===== config.mk =====
export PLATFORM = sky130hd
export DESIGN_NAME = st2_cart_loader
export DESIGN_NICKNAME = d
export VERILOG_FILES = /design/src/rtl/st2_pkg.sv /design/src/rtl/st2_cart_loader_page_map.sv /design/src/rtl/st2_cart_loader.sv
export SDC_FILE = /design/constraint.sdc
export NUM_CORES = 1
export LEC_CHECK = 0
export CORE_UTILIZATION = 48
export CTS_BUF_LIST = sky130_fd_sc_hd__clkbuf_2
export DETAILED_ROUTE_END_ITERATION = 10
export GPL_ROUTABILITY_DRIVEN = 1
export PLACE_DENSITY = 0.71
export SETUP_SLACK_MARGIN = 0.4
export SLEW_MARGIN = 10
export SYNTH_ARGS = -nofsm -noshare
export SYNTH_HDL_FRONTEND = slang
export SYNTH_SLANG_ARGS = --single-unit

===== constraint.sdc =====
create_clock -name clk_sys -period 8 [get_ports clk_sys]
set_input_delay 2 -clock clk_sys [delete_from_list [all_inputs] [get_ports clk_sys]]
set_output_delay 2 -clock clk_sys [all_outputs]
set_load 0.005 [all_outputs]

===== src/rtl/st2_pkg.sv =====
// Shared state encoding, header layout and error codes for the .st2 cartridge loader.
package st2_pkg;
  typedef enum logic [2:0] {
    ST_IDLE,
    ST_RAW,
    ST_HDR,
    ST_DATA,
    ST_DONE,
    ST_ERROR
  } st2_state_e;

  localparam logic [31:0] ST2_MAGIC = 32'h52434132;
  localparam logic [7:0]  HDR_COUNT = 8'd4;
  localparam logic [7:0]  HDR_PAGES = 8'd64;
  localparam logic [7:0]  HDR_LAST  = 8'd255;

  localparam logic [7:0]  IDX_BIOS  = 8'd0;
  localparam logic [7:0]  IDX_CART  = 8'd1;
  localparam logic [7:0]  IDX_ST2   = 8'd2;

  localparam logic [2:0]  ERR_NONE  = 3'd0;
  localparam logic [2:0]  ERR_MAGIC = 3'd1;
  localparam logic [2:0]  ERR_COUNT = 3'd2;
  localparam logic [2:0]  ERR_PAGE  = 3'd3;
  localparam logic [2:0]  ERR_TRUNC = 3'd4;

  function automatic logic [7:0] magic_byte(input logic [1:0] pos);
    case (pos)
      2'd0:    magic_byte = ST2_MAGIC[31:24];
      2'd1:    magic_byte = ST2_MAGIC[23:16];
      2'd2:    magic_byte = ST2_MAGIC[15:8];
      default: magic_byte = ST2_MAGIC[7:0];
    endcase
  endfunction
endpackage


===== src/rtl/st2_cart_loader_page_map.sv =====
// Page map for .st2 images: one 4-bit RAM page per data block, read by block number.
module st2_page_map #(
  parameter int MAX_BLOCKS = 16
) (
  input  logic       clk_i,
  input  logic       rst_i,
  input  logic       we_i,
  input  logic [7:0] widx_i,
  input  logic [3:0] wdata_i,
  input  logic [7:0] blk_i,
  output logic [3:0] page_o
);
  localparam int ENTRIES = MAX_BLOCKS - 1;

  logic [3:0] map_q [ENTRIES];

  always_ff @(posedge clk_i or posedge rst_i) begin
    if (rst_i) begin
      for (int i = 0; i < ENTRIES; i++) map_q[i] <= '0;
    end else if (we_i) begin
      for (int i = 0; i < ENTRIES; i++)
        if (widx_i == 8'(i)) map_q[i] <= wdata_i;
    end
  end

  // Block 1 owns entry 0; block 0 is the header and has no page.
  always_comb begin
    page_o = '0;
    for (int i = 0; i < ENTRIES; i++)
      if (blk_i == 8'(i + 1)) page_o = map_q[i];
  end
endmodule


===== src/rtl/st2_cart_loader.sv =====
// HPS download loader: raw BIOS/cart images and .st2 block-scattered cartridges
// into the 4 KB system RAM through one registered write port.
module st2_cart_loader
  import st2_pkg::*;
#(
  parameter int          MAX_BLOCKS = 16,
  parameter logic [11:0] CART_BASE  = 12'h400
) (
  input  logic        clk_sys,
  input  logic        reset,
  input  logic        ioctl_download,
  input  logic [7:0]  ioctl_index,
  input  logic        ioctl_wr,
  input  logic [24:0] ioctl_addr,
  input  logic [7:0]  ioctl_dout,
  output logic        mem_wr,
  output logic [11:0] mem_addr,
  output logic [7:0]  mem_dout,
  output logic        cpu_hold,
  output logic        loaded,
  output logic        err,
  output logic [2:0]  err_code
);
  localparam logic [7:0] MAX_N = 8'(MAX_BLOCKS);

  st2_state_e  state_q;
  logic        dl_q;
  logic        cart_q;
  logic [7:0]  nblk_q;
  logic        mem_wr_q;
  logic [11:0] mem_addr_q;
  logic [7:0]  mem_dout_q;
  logic        cpu_hold_q;
  logic        loaded_q;
  logic        err_q;
  logic [2:0]  err_code_q;

  logic        rise, fall, hdr_byte, is_page, hdr_fail, page_we, raw_ok, data_ok;
  logic [7:0]  off, blk, page_idx;
  logic [2:0]  hdr_code;
  logic [3:0]  page;
  logic [11:0] raw_addr_d;

  always_comb begin
    rise       = ioctl_download & ~dl_q;
    fall       = ~ioctl_download & dl_q;
    off        = ioctl_addr[7:0];
    blk        = ioctl_addr[15:8];
    page_idx   = off - HDR_PAGES;
    hdr_byte   = (ioctl_addr[24:8] == '0);
    is_page    = (off >= HDR_PAGES) &&
                 ({1'b0, off} < ({1'b0, HDR_PAGES} + {1'b0, nblk_q} - 9'd1));
    hdr_fail   = 1'b0;
    hdr_code   = ERR_NONE;
    if (state_q == ST_HDR && ioctl_wr && hdr_byte) begin
      if (off < HDR_COUNT) begin
        if (ioctl_dout != magic_byte(off[1:0])) begin
          hdr_fail = 1'b1;
          hdr_code = ERR_MAGIC;
        end
      end else if (off == HDR_COUNT) begin
        if (ioctl_dout < 8'd2 || ioctl_dout > MAX_N) begin
          hdr_fail = 1'b1;
          hdr_code = ERR_COUNT;
        end
      end else if (is_page && ioctl_dout > 8'h0F) begin
        hdr_fail = 1'b1;
        hdr_code = ERR_PAGE;
      end
    end
    page_we    = (state_q == ST_HDR) && ioctl_wr && hdr_byte && is_page && !hdr_fail;
    raw_ok     = (ioctl_addr[24:12] == '0);
    raw_addr_d = ioctl_addr[11:0] + (cart_q ? CART_BASE : 12'h000);
    data_ok    = (ioctl_addr[24:16] == '0) && (blk != 8'd0) && (blk < nblk_q);
  end

  st2_page_map #(.MAX_BLOCKS(MAX_BLOCKS)) u_page_map (
    .clk_i   (clk_sys),
    .rst_i   (reset),
    .we_i    (page_we),
    .widx_i  (page_idx),
    .wdata_i (ioctl_dout[3:0]),
    .blk_i   (blk),
    .page_o  (page)
  );

  // dl_q resets high so a window still open when reset releases is not seen as a new start.
  always_ff @(posedge clk_sys or posedge reset) begin
    if (reset) begin
      state_q    <= ST_IDLE;
      dl_q       <= 1'b1;
      cart_q     <= 1'b0;
      nblk_q     <= '0;
      mem_wr_q   <= 1'b0;
      mem_addr_q <= '0;
      mem_dout_q <= '0;
      cpu_hold_q <= 1'b0;
      loaded_q   <= 1'b0;
      err_q      <= 1'b0;
      err_code_q <= ERR_NONE;
    end else begin
      dl_q     <= ioctl_download;
      mem_wr_q <= 1'b0;
      loaded_q <= 1'b0;
      case (state_q)
        ST_IDLE: begin
          if (rise && (ioctl_index == IDX_BIOS || ioctl_index == IDX_CART)) begin
            state_q    <= ST_RAW;
            cart_q     <= ioctl_index[0];
            cpu_hold_q <= 1'b1;
            err_q      <= 1'b0;
            err_code_q <= ERR_NONE;
          end else if (rise && ioctl_index == IDX_ST2) begin
            state_q    <= ST_HDR;
            nblk_q     <= '0;
            cpu_hold_q <= 1'b1;
            err_q      <= 1'b0;
            err_code_q <= ERR_NONE;
          end
        end
        ST_RAW: begin
          if (ioctl_wr && raw_ok) begin
            mem_wr_q   <= 1'b1;
            mem_addr_q <= raw_addr_d;
            mem_dout_q <= ioctl_dout;
          end
          if (fall) begin
            state_q    <= ST_DONE;
            loaded_q   <= 1'b1;
            cpu_hold_q <= 1'b0;
          end
        end
        ST_HDR: begin
          if (hdr_fail) begin
            state_q    <= ST_ERROR;
            err_q      <= 1'b1;
            err_code_q <= hdr_code;
            cpu_hold_q <= 1'b0;
          end else begin
            if (ioctl_wr && hdr_byte && off == HDR_COUNT) nblk_q <= ioctl_dout;
            if (ioctl_wr && hdr_byte && off == HDR_LAST) begin
              if (fall) begin
                state_q    <= ST_DONE;
                loaded_q   <= 1'b1;
                cpu_hold_q <= 1'b0;
              end else begin
                state_q    <= ST_DATA;
              end
            end else if (fall) begin
              state_q    <= ST_ERROR;
              err_q      <= 1'b1;
              err_code_q <= ERR_TRUNC;
              cpu_hold_q <= 1'b0;
            end
          end
        end
        ST_DATA: begin
          if (ioctl_wr && data_ok) begin
            mem_wr_q   <= 1'b1;
            mem_addr_q <= {page, off};
            mem_dout_q <= ioctl_dout;
          end
          if (fall) begin
            state_q    <= ST_DONE;
            loaded_q   <= 1'b1;
            cpu_hold_q <= 1'b0;
          end
        end
        ST_DONE:  state_q <= ST_IDLE;
        ST_ERROR: state_q <= ST_IDLE;
        default:  state_q <= ST_IDLE;
      endcase
    end
  end

  assign mem_wr   = mem_wr_q;
  assign mem_addr = mem_addr_q;
  assign mem_dout = mem_dout_q;
  assign cpu_hold = cpu_hold_q;
  assign loaded   = loaded_q;
  assign err      = err_q;
  assign err_code = err_code_q;
endmodule


# Yosys cells after proc, flatten, opt, wreduce, memory -nomap -nowiden
# Cells that the tools add are included.
[classes]
n_addsub = 4
mul = 0
div = 0
order_cmp = 7
eq_ne = 50
shifts = 0
n_mux = 73
bitwise_logic = 4
reduce_logical = 51
[ops]
columns = ["op", "count"]
rows = [
  ["== test 8 x 4 -> 1 bit (second input constant)", 15],
  ["== test 8 x 3 -> 1 bit (second input constant)", 9],
  ["two-way mux 8 bit", 8],
  ["two-way mux 4 bit", 15],
  ["two-way mux 3 bit", 14],
  ["== test 8 x 2 -> 1 bit (second input constant)", 5],
  ["AND reduction 2 bit", 17],
  ["case mux 8 bit (2 select lines)", 2],
  ["== test 8 x 1 -> 1 bit (second input constant)", 3],
  ["two-way mux 12 bit", 2],
  ["case mux 12 bit (2 select lines)", 1],
  ["two-way mux 1 bit", 21],
  ["case mux 7 bit (3 select lines)", 1],
  ["zero test 17 bit", 1],
  ["zero test 8 bit", 2],
  ["logical AND 1 bit", 15],
  ["zero test 13 bit", 1],
  ["adder 12 x 11 -> 12 bit", 1],
  ["two-way mux 11 bit", 1],
  ["!= test 2 bit (second input constant)", 5],
  ["adder 7 x 8 -> 9 bit (first input constant)", 1],
  ["zero test 9 bit", 1],
  ["< comparator 8 x 9 -> 1 bit", 1],
  ["!= test 3 bit (second input constant)", 3],
  ["34 further kinds", 44],
]
[totals]
ff_bits = 100
latch_bits = 0
ramBits = 0
rom_bits = 0
input_bits = 45
output_inout_bits = 27
n_memories = 0

# Logic depth before layout (Yosys ltp)
# Gate-level depths: netlist (run 1).
[logic_depth]
depth_word = 18
depth_mapped = 11

# Hierarchy
# Synthesis (run 1) repeated with hierarchy kept, for this count alone.
[unflattened]
cells_unflattened = 495
area_unflattened_um2 = 5706.7
[by_module_without_submodules]
columns = ["mod", "instances", "cells_per_inst", "area_per_inst_um2", "seq_area_each_um2"]
rows = [
  ["st2_page_map", 1, 250, 3100.5, 1501.4],
  ["st2_cart_loader", 1, 245, 2606.2, 1002.2],
]

# Worst setup path after synthesis (run 1)
# Ideal clock, no wire load.
[synth_timing]
path_kind = "input to register"
from = "input port ioctl_addr[13]"
to = "register u_page_map.map_q[0] (netlist bit)"
setup_ps = 125
t_arrival_ps = 4642
required_time_ps = 7875
setup_slack_ps = 3233
stages = 8
path_buffers = 2
cell_sequence = "or4_1 buf_2 or4b_4 or4_4 a211oi_4 buf_6 nand4_1 mux2_2"
[synth_between]
elab_chain_cells = 6
elab_cells_between_ends = 7
[synth_rtl]
columns = ["item", "line_no", "source"]
rows = [
  ["start: declaration", "st2_cart_loader.sv:14", "input logic [24:0] ioctl_addr,"],
  ["zero test 17 bit (*)", "st2_cart_loader.sv:50", "hdr_byte = (ioctl_addr[24:8] == '0);"],
  ["logical AND 1 bit (*)", "st2_cart_loader.sv:55, st2_cart_loader.sv:71", ""],
  ["two-way mux 1 bit", "st2_cart_loader.sv:55", "if (state_q == ST_HDR && ioctl_wr && hdr_byte) begin"],
  ["zero test 1 bit", "st2_cart_loader.sv:71", "page_we = (state_q == ST_HDR) && ioctl_wr && hdr_byte && is_page && !hdr_fail;"],
  ["logical AND 1 bit (*)", "st2_cart_loader.sv:71", ""],
  ["AND reduction 2 bit (no line) (*)", "n/a", ""],
  ["end signal: indexed assignment", "st2_cart_loader_page_map.sv:22", "if (widx_i == 8'(i)) map_q[i] <= wdata_i;"],
  ["end: declaration", "st2_cart_loader_page_map.sv:15", "logic [3:0] map_q [ENTRIES];"],
]
# Mark *: on every way between the ends. The rest lies on a longest branch, timed or not.
# A chain may end at the register's enable or synchronous reset.

# Worst setup path in the final report (run 1)
[layout_timing]
from = "input port ioctl_addr[13]"
to = "register u_page_map.map_q[12] (netlist bit)"
# Same word-level chain as after synthesis.

==> results of run 1 <==
-- synth_stat cells, drive strengths merged (3+ instances only) --
| cell type | number | area share (%) |
|---|---|---|
| o22ai | 3 | 0.34 |
| clkbuf | 20 | 1.3 |
| nor2 | 27 | 1.8 |
| nand2b | 7 | 0.78 |
| o2111ai | 3 | 0.47 |
| nand3b | 3 | 0.40 |
| mux2i | 13 | 2.3 |
| nor4 | 8 | 0.89 |
| xnor2 | 5 | 0.78 |
| o31ai | 4 | 0.54 |
| o21ai | 15 | 1.3 |
| or4 | 5 | 0.74 |
| a21oi | 22 | 2.0 |
| or2 | 5 | 0.56 |
| a211oi | 19 | 2.8 |
| nor3 | 13 | 1.2 |
| nor2b | 7 | 0.78 |
| inv | 20 | 1.3 |
| and3b | 4 | 0.63 |
| o211ai | 6 | 0.80 |
| nand2 | 29 | 1.9 |
| mux2 | 81 | 16 |
| dfrtp | 99 | 44 |
| a21o | 3 | 0.40 |
| a221oi | 4 | 0.63 |
| ha | 21 | 4.7 |
| or3 | 4 | 0.45 |
| a31oi | 6 | 0.67 |
| nand4 | 18 | 2.2 |
| buf | 6 | 0.56 |
| nand3 | 6 | 0.54 |
-- through the flow --
step	power [mW]	area [um^2]	setup WS, ns
2_1_floorplan	0.580	5600	3.23
4_1_cts	0.882	6580	2.91
6_report	0.876	6580	2.86
3_3_place_gp	0.632	6460	2.28
3_5_place_dp	0.635	6460	2.24
5_1_grt	0.911	6580	2.83
-- cell families (layout without fill, tap and decap cells) --
family | Yosys count | count (layout)
flip-flops | 100 | 100
buffers and inverters | 46 | 114
XOR/XNOR | 7 | 7
multiplexers | 96 | 96
adder cells (fa/ha/maj) | 21 | 21
AO/OA/AOI/OAI | 101 | 101
AND/OR/NAND/NOR | 146 | 146
-- area by class of cell --
type	count	area [um^2]	area share, %
clock inverters	5	58.8	0.894
inverters	20	77.6	1.18
clock buffers	11	55.1	0.837
well taps	143	179	2.72
repair buffers	78	763	11.6
flip-flops and latches	100	2500	38.1
multi-input cells	371	2940	44.7
-- power breakdown --
part / internal, mW / total, mW / switching, mW
Clock: 0.0759 / 0.249 / 0.173
Sequential: 0.511 / 0.514 / 0.00351
Combinational: 0.0451 / 0.113 / 0.0679
-- worst max-delay path, stage by stage --
cell and delay [ns]:
clkdlybuf4s50_1 0.45, or4_1 0.69, or4b_4 0.57, or4_4 0.56, a211oi_4 0.58, nand4_1 0.41
mux2_2 0.39
-- worst max-delay path by stage --
stage          slack [ns]            from              endpoint  cells past startpoint
2_1_floorplan        3.23  ioctl_addr[13]   u_page_map.map_q[0]                      8
5_1_grt              2.83  ioctl_addr[13]  u_page_map.map_q[12]                      7
3_5_place_dp         2.24  ioctl_addr[13]  u_page_map.map_q[12]                      7
3_3_place_gp         2.28  ioctl_addr[13]  u_page_map.map_q[14]                      7
4_1_cts              2.91  ioctl_addr[13]  u_page_map.map_q[12]                      7
6_report             2.86  ioctl_addr[13]  u_page_map.map_q[12]                      7
-- registers in the layout, indices dropped and copies added (netlist names) --
register,flops
mem_dout,8
cpu_hold,1
nblk_q,8
loaded,1
mem_addr,12
dl_q,1
err_code,3
err,1
cart_q,1
mem_wr,1
u_page_map.map_q,60
state_q,3
-- per-layer routing --
| metal | part of all wire, % | vias to the layer above | GRT usage, % | wire (um) |
|---|---|---|---|---|
| met1 | 43 | 2216 | 33.6 | 6090 |
| met2 | 48 | 185 | 40.7 | 6800 |
| met3 | 7.0 | 30 | 4.82 | 1000 |
| li1 | - | 2065 | - | - |
| met5 | 0 | - | 0 | 0 |
| met4 | 2.6 | 0 | 9.90 | 370 |
==> out/metrics.yaml, run 1 <==
grt_pass1_vias: 4482
cts-root-buf: "clkbuf_2"
cts_hold_buffers: 0
gp_congestion: 0.941
rrSetupSlack_ns: 4.45
numClockSinks: 100
chipHeight_um: 110
synthToLayoutAreaGrowth_pct: 17.4
synth_cells: 517
avgSynthCellArea_um2: 10.8
start_kind: "input pin"
cts-buffers-inserted: 9
finalCritPeriodShare_pct: 64.3
die_x_um: 110
power.density_nw_per_um2: 133
yosysSeqAreaShare_pct: 44.7
min_from: "u_page_map.map_q[14]"
via_per_inst: 6.18
synth_xor_area_share_pct: 1.09
timing.rr.end: "nblk_q[4]"
gr-usage-all-layers_pct: 25.2
start_util_pct: 49.1
ys_types: 60
p_leak_nw: 3.04
syn-cell-area_um2: 5600
route.vias.total: 4496
max_cap_viol_count: 0
setup-tns-final_ns: 0
tightest_slew_ns: 1.22
layout_common_cells: "dfrtp_1, mux2_2, clkdlybuf4s50_1, nand2_1, nor2_1"
portBuffers: 71
utilization_pct: 57.6
synth_top_family_by_area: "multiplexers"
drive_gt1_share_pct: 20.5
htreeDepth: 3
dr.pass1.iters: 5
drc: 0
skew_ns: 0.0408
design.core.area_um2: 11400
timing.rr.start: "nblk_q[2]"
maxSlewViolCount: 0
whs_ns: 0.533
grt_pass1_wl_mm: 22.9
synthMuxAreaShare_pct: 19.4
final.min_clock_period_ns: 5.14
reg2reg_depth: 11
crit_fanout: 15
end_kind: "register"
grt_max_degree: 68
overflow: 0
final-setup-viol-count: 0
crit_arrival_ns: 5.66
placedCellCount: 712
holdPathEnd: "u_page_map.map_q[14]"
postCtsSetupBuffers: 0
dieArea_um2: 12100
insertion_delay_ns: 0.61
stdcell_count: 728
pin_count: 72
layout_commonest_cell: "dfrtp_1"
synth_warnings: 0
wl_per_cell_um: 19.6
async_reset_ff_share_pct: 100
n_fill_cell: 1013
ys.flop_type: "dfrtp_1"
antennaDiodeCount: 0
cts_tree: "built"
hp-class: "register to register"
syn_nets: 583
finalHoldViolations: 0
antenna_found_initial: 0
postCtsResizedCells: 0
ir_drop_mv: 0.0819
ant_nets: 0
cts_max_path_buffers: 2
relSlewSlack_pct: 18.6
dp_hpwl_mm: 10.3
clkTransAtPathRegs_ns: 0.25
yosys.area_share.simple_pct: 14.4
drtIter0Drc: 463
cp.required_ns: 8.52
clock.fmax_mhz: 195
ys_ff_latch: 100
rsz0062_at_grt: "false"
synth_edf_count: 0
rows: 39
whs_path_depth: 1
wirelength_mm: 14.3
path_class: "input pin to register"
status: "completed"
synth-adder-area-share_pct: 4.69
synth_compound_area_share_pct: 12.5
nets: 646
Power figures use the tool's default switching activity.
==> run 2, diff against run 1 <==
--- a/config.mk
+++ b/config.mk
@@ -9,7 +9,7 @@
 export CTS_BUF_LIST = sky130_fd_sc_hd__clkbuf_2
 export DETAILED_ROUTE_END_ITERATION = 10
 export GPL_ROUTABILITY_DRIVEN = 1
-export PLACE_DENSITY = 0.71
+export PLACE_DENSITY = 0.74
 export SETUP_SLACK_MARGIN = 0.4
 export SLEW_MARGIN = 10
 export SYNTH_ARGS = -nofsm -noshare
==> constraint.sdc (replaced) <==
create_clock -name clk_sys -period 4.6 [get_ports clk_sys]
set_input_delay 1.15 -clock clk_sys [delete_from_list [all_inputs] [get_ports clk_sys]]
set_output_delay 1.15 -clock clk_sys [all_outputs]
set_load 0.005 [all_outputs]
==> run 2 against run 1 <==
Compared with the run above:
- worst hold slack better by 0.0068 ns
- clock power is 80% higher
- via count is 0.27% higher
- cell area is 1.9% higher
- critical path depth is 1 higher
- global-route usage is 0.79 points higher
- routed wire length is 4.3% higher
- cell count is 1.8% higher
- sequential share of layout area is 0.73 points lower
- die area stayed put
- register-to-register slack worse by 3.2 ns
- largest power group unchanged
==> out/metrics.yaml, run 2 (synthesized netlist as in run 1, its figures left out) <==
rrSetupSlack_ns: 1.24  # was 4.45 ns
nets: 658  # was 646
timing.rr.end: "nblk_q[4]"  # unchanged
die_x_um: 110  # unchanged
regMostFlops: "u_page_map.map_q"  # unchanged
drtIter0Drc: 270  # was 463
max_cap_viol_count: 0  # unchanged
ant_nets: 0  # unchanged
start_util_pct: 49.1  # unchanged
clkTransAtPathRegs_ns: 0.27  # was 0.25 ns
layout_common_cells: "dfrtp_1, mux2_2, clkdlybuf4s50_1, nand2_1, nor2_1"  # unchanged
cts-buffers-inserted: 9  # unchanged
postCtsResizedCells: 0  # unchanged
start_kind: "input pin"  # unchanged
layout_commonest_cell: "dfrtp_1"  # unchanged
timing.rr.start: "nblk_q[2]"  # unchanged
pin_count: 72  # unchanged
clock.fmax_mhz: 267
design_area_um2: 6700  # was 6580 um^2
final.min_clock_period_ns: 3.74
gp_congestion: 0.899  # was 0.941
cts_max_path_buffers: 2  # unchanged
cts-root-buf: "clkbuf_2"  # unchanged
finalWorstSetupSlack_ns: 0.859  # was 2.86 ns
final-setup-viol-count: 0  # unchanged
path_class: "input pin to register"  # unchanged
largest_reg_flops: 60  # unchanged
numClockSinks: 100  # unchanged
synthToLayoutAreaGrowth_pct: 19.6  # was 17.4%
htreeDepth: 3  # unchanged
whs_ns: 0.540  # was 0.533 ns
finalHoldViolations: 0  # unchanged
min_from: "u_page_map.map_q[42]"  # was u_page_map.map_q[14]
placed_cell_area_um2: 6580  # was 6460 um^2
relSlewSlack_pct: 39.2  # was 18.6%
end_kind: "register"  # unchanged
rows: 39  # unchanged
insertion_delay_ns: 0.63  # was 0.61 ns
status: "completed"  # unchanged
p_leak_nw: 3.10  # was 3.04 nW
portBuffers: 71  # unchanged
drive_gt1_share_pct: 21.9  # was 20.5%
crit_arrival_ns: 4.30  # was 5.66 ns
tightest_slew_ns: 0.905  # was 1.22 ns
via_per_inst: 6.08  # was 6.18
ir_drop_mv: 0.178  # was 0.0819 mV
crit_fanout: 15  # unchanged
gr-usage-all-layers_pct: 26.0  # was 25.2%
skew_ns: 0.0236  # was 0.0408 ns
dieArea_um2: 12100  # unchanged
holdPathEnd: "u_page_map.map_q[42]"  # was u_page_map.map_q[14]
dr.pass1.iters: 6  # was 5
chipHeight_um: 110  # unchanged
maxSlewViolCount: 0  # unchanged
antenna_found_initial: 1  # was 0
grt_pass1_vias: 4462  # was 4,482
finalCritPeriodShare_pct: 81.3
overflow: 0  # unchanged
setup-tns-final_ns: 0  # unchanged
grt_max_degree: 66  # was 68
rsz0062_at_grt: "false"  # unchanged
route.vias.total: 4508  # was 4,496
hp-class: "register to register"  # unchanged
n_fill_cell: 973  # was 1,013
grt_pass1_wl_mm: 23.3  # was 22.9 mm
wirelength_mm: 14.9  # was 14.3 mm
postCtsSetupBuffers: 0  # unchanged
reg2reg_depth: 9  # was 11
drc: 0  # unchanged
design.core.area_um2: 11400  # unchanged
cts_tree: "built"  # unchanged
whs_path_depth: 1  # unchanged
pre_cts_slack_ns: 0.182  # was 2.24 ns
wl_per_cell_um: 20.1  # was 19.6 um
utilization_pct: 58.7  # was 57.6%
power.density_nw_per_um2: 230  # was 133 nW/um^2
cts_hold_buffers: 0  # unchanged
cp.required_ns: 5.16  # was 8.52 ns
dp_hpwl_mm: 11.0  # was 10.3 mm
[run 2: cell types whose count changed in the layout (fill, tap and decap cells not counted), sizes merged]
| cell | delta |
|---|---|
| diode | +1 |
| clkinv | +4 |
| buf | +12 |
| clkbuf | -2 |
| inv | -2 |
[run 2: stage by stage]
stage | power, mW | std cells
after global routing | 1.61 | 741
final | 1.54 | 741
after detailed placement | 1.11 | 724
after global placement | 1.11 | 724
after floorplan | 1.01 | 517
after CTS | 1.56 | 740
[run 2: final cells by class]
type	instances	area [um^2]	area share, %
clock buffer	9	45.0	0.672
inverter	20	77.6	1.16
sequential	100	2500	37.4
tap	143	179	2.67
timing repair buffer	90	878	13.1
clock inverter	7	78.8	1.18
antenna	1	2.50	0.0373
multi-input combinational	371	2940	43.8
[run 2: worst max-delay path, cell delays in order]
cell and delay [ns]:
clkdlybuf4s50_1 0.45, or4_1 0.56, or4b_4 0.54, or4_4 0.57
a211oi_4 0.23, buf_12 0.18, nand4_1 0.25, mux2_2 0.36
[run 2: power by group]
group,internal [mW],total (mW),switching [mW]
Sequential,0.888,0.894,0.00618
Combinational,0.0830,0.203,0.120
Clock,0.129,0.447,0.319
[run 2: per-layer routing]
layer  track usage, %  share of wire, %
met5                0                 0
met4             9.71               2.0
met3             5.53               6.4
met2             42.8                48
met1             33.7                44
[run 2: worst max path at each step]
stage,start,slack (ns),end,cells after the start
3_5_place_dp,ioctl_addr[13],0.18,u_page_map.map_q[15],8
4_1_cts,ioctl_addr[13],0.91,u_page_map.map_q[15],8
2_1_floorplan,ioctl_addr[13],0.68,u_page_map.map_q[0],8
6_report,ioctl_addr[13],0.86,u_page_map.map_q[1],8
5_1_grt,ioctl_addr[13],0.84,u_page_map.map_q[35],8
3_3_place_gp,ioctl_addr[21],0.21,u_page_map.map_q[20],8
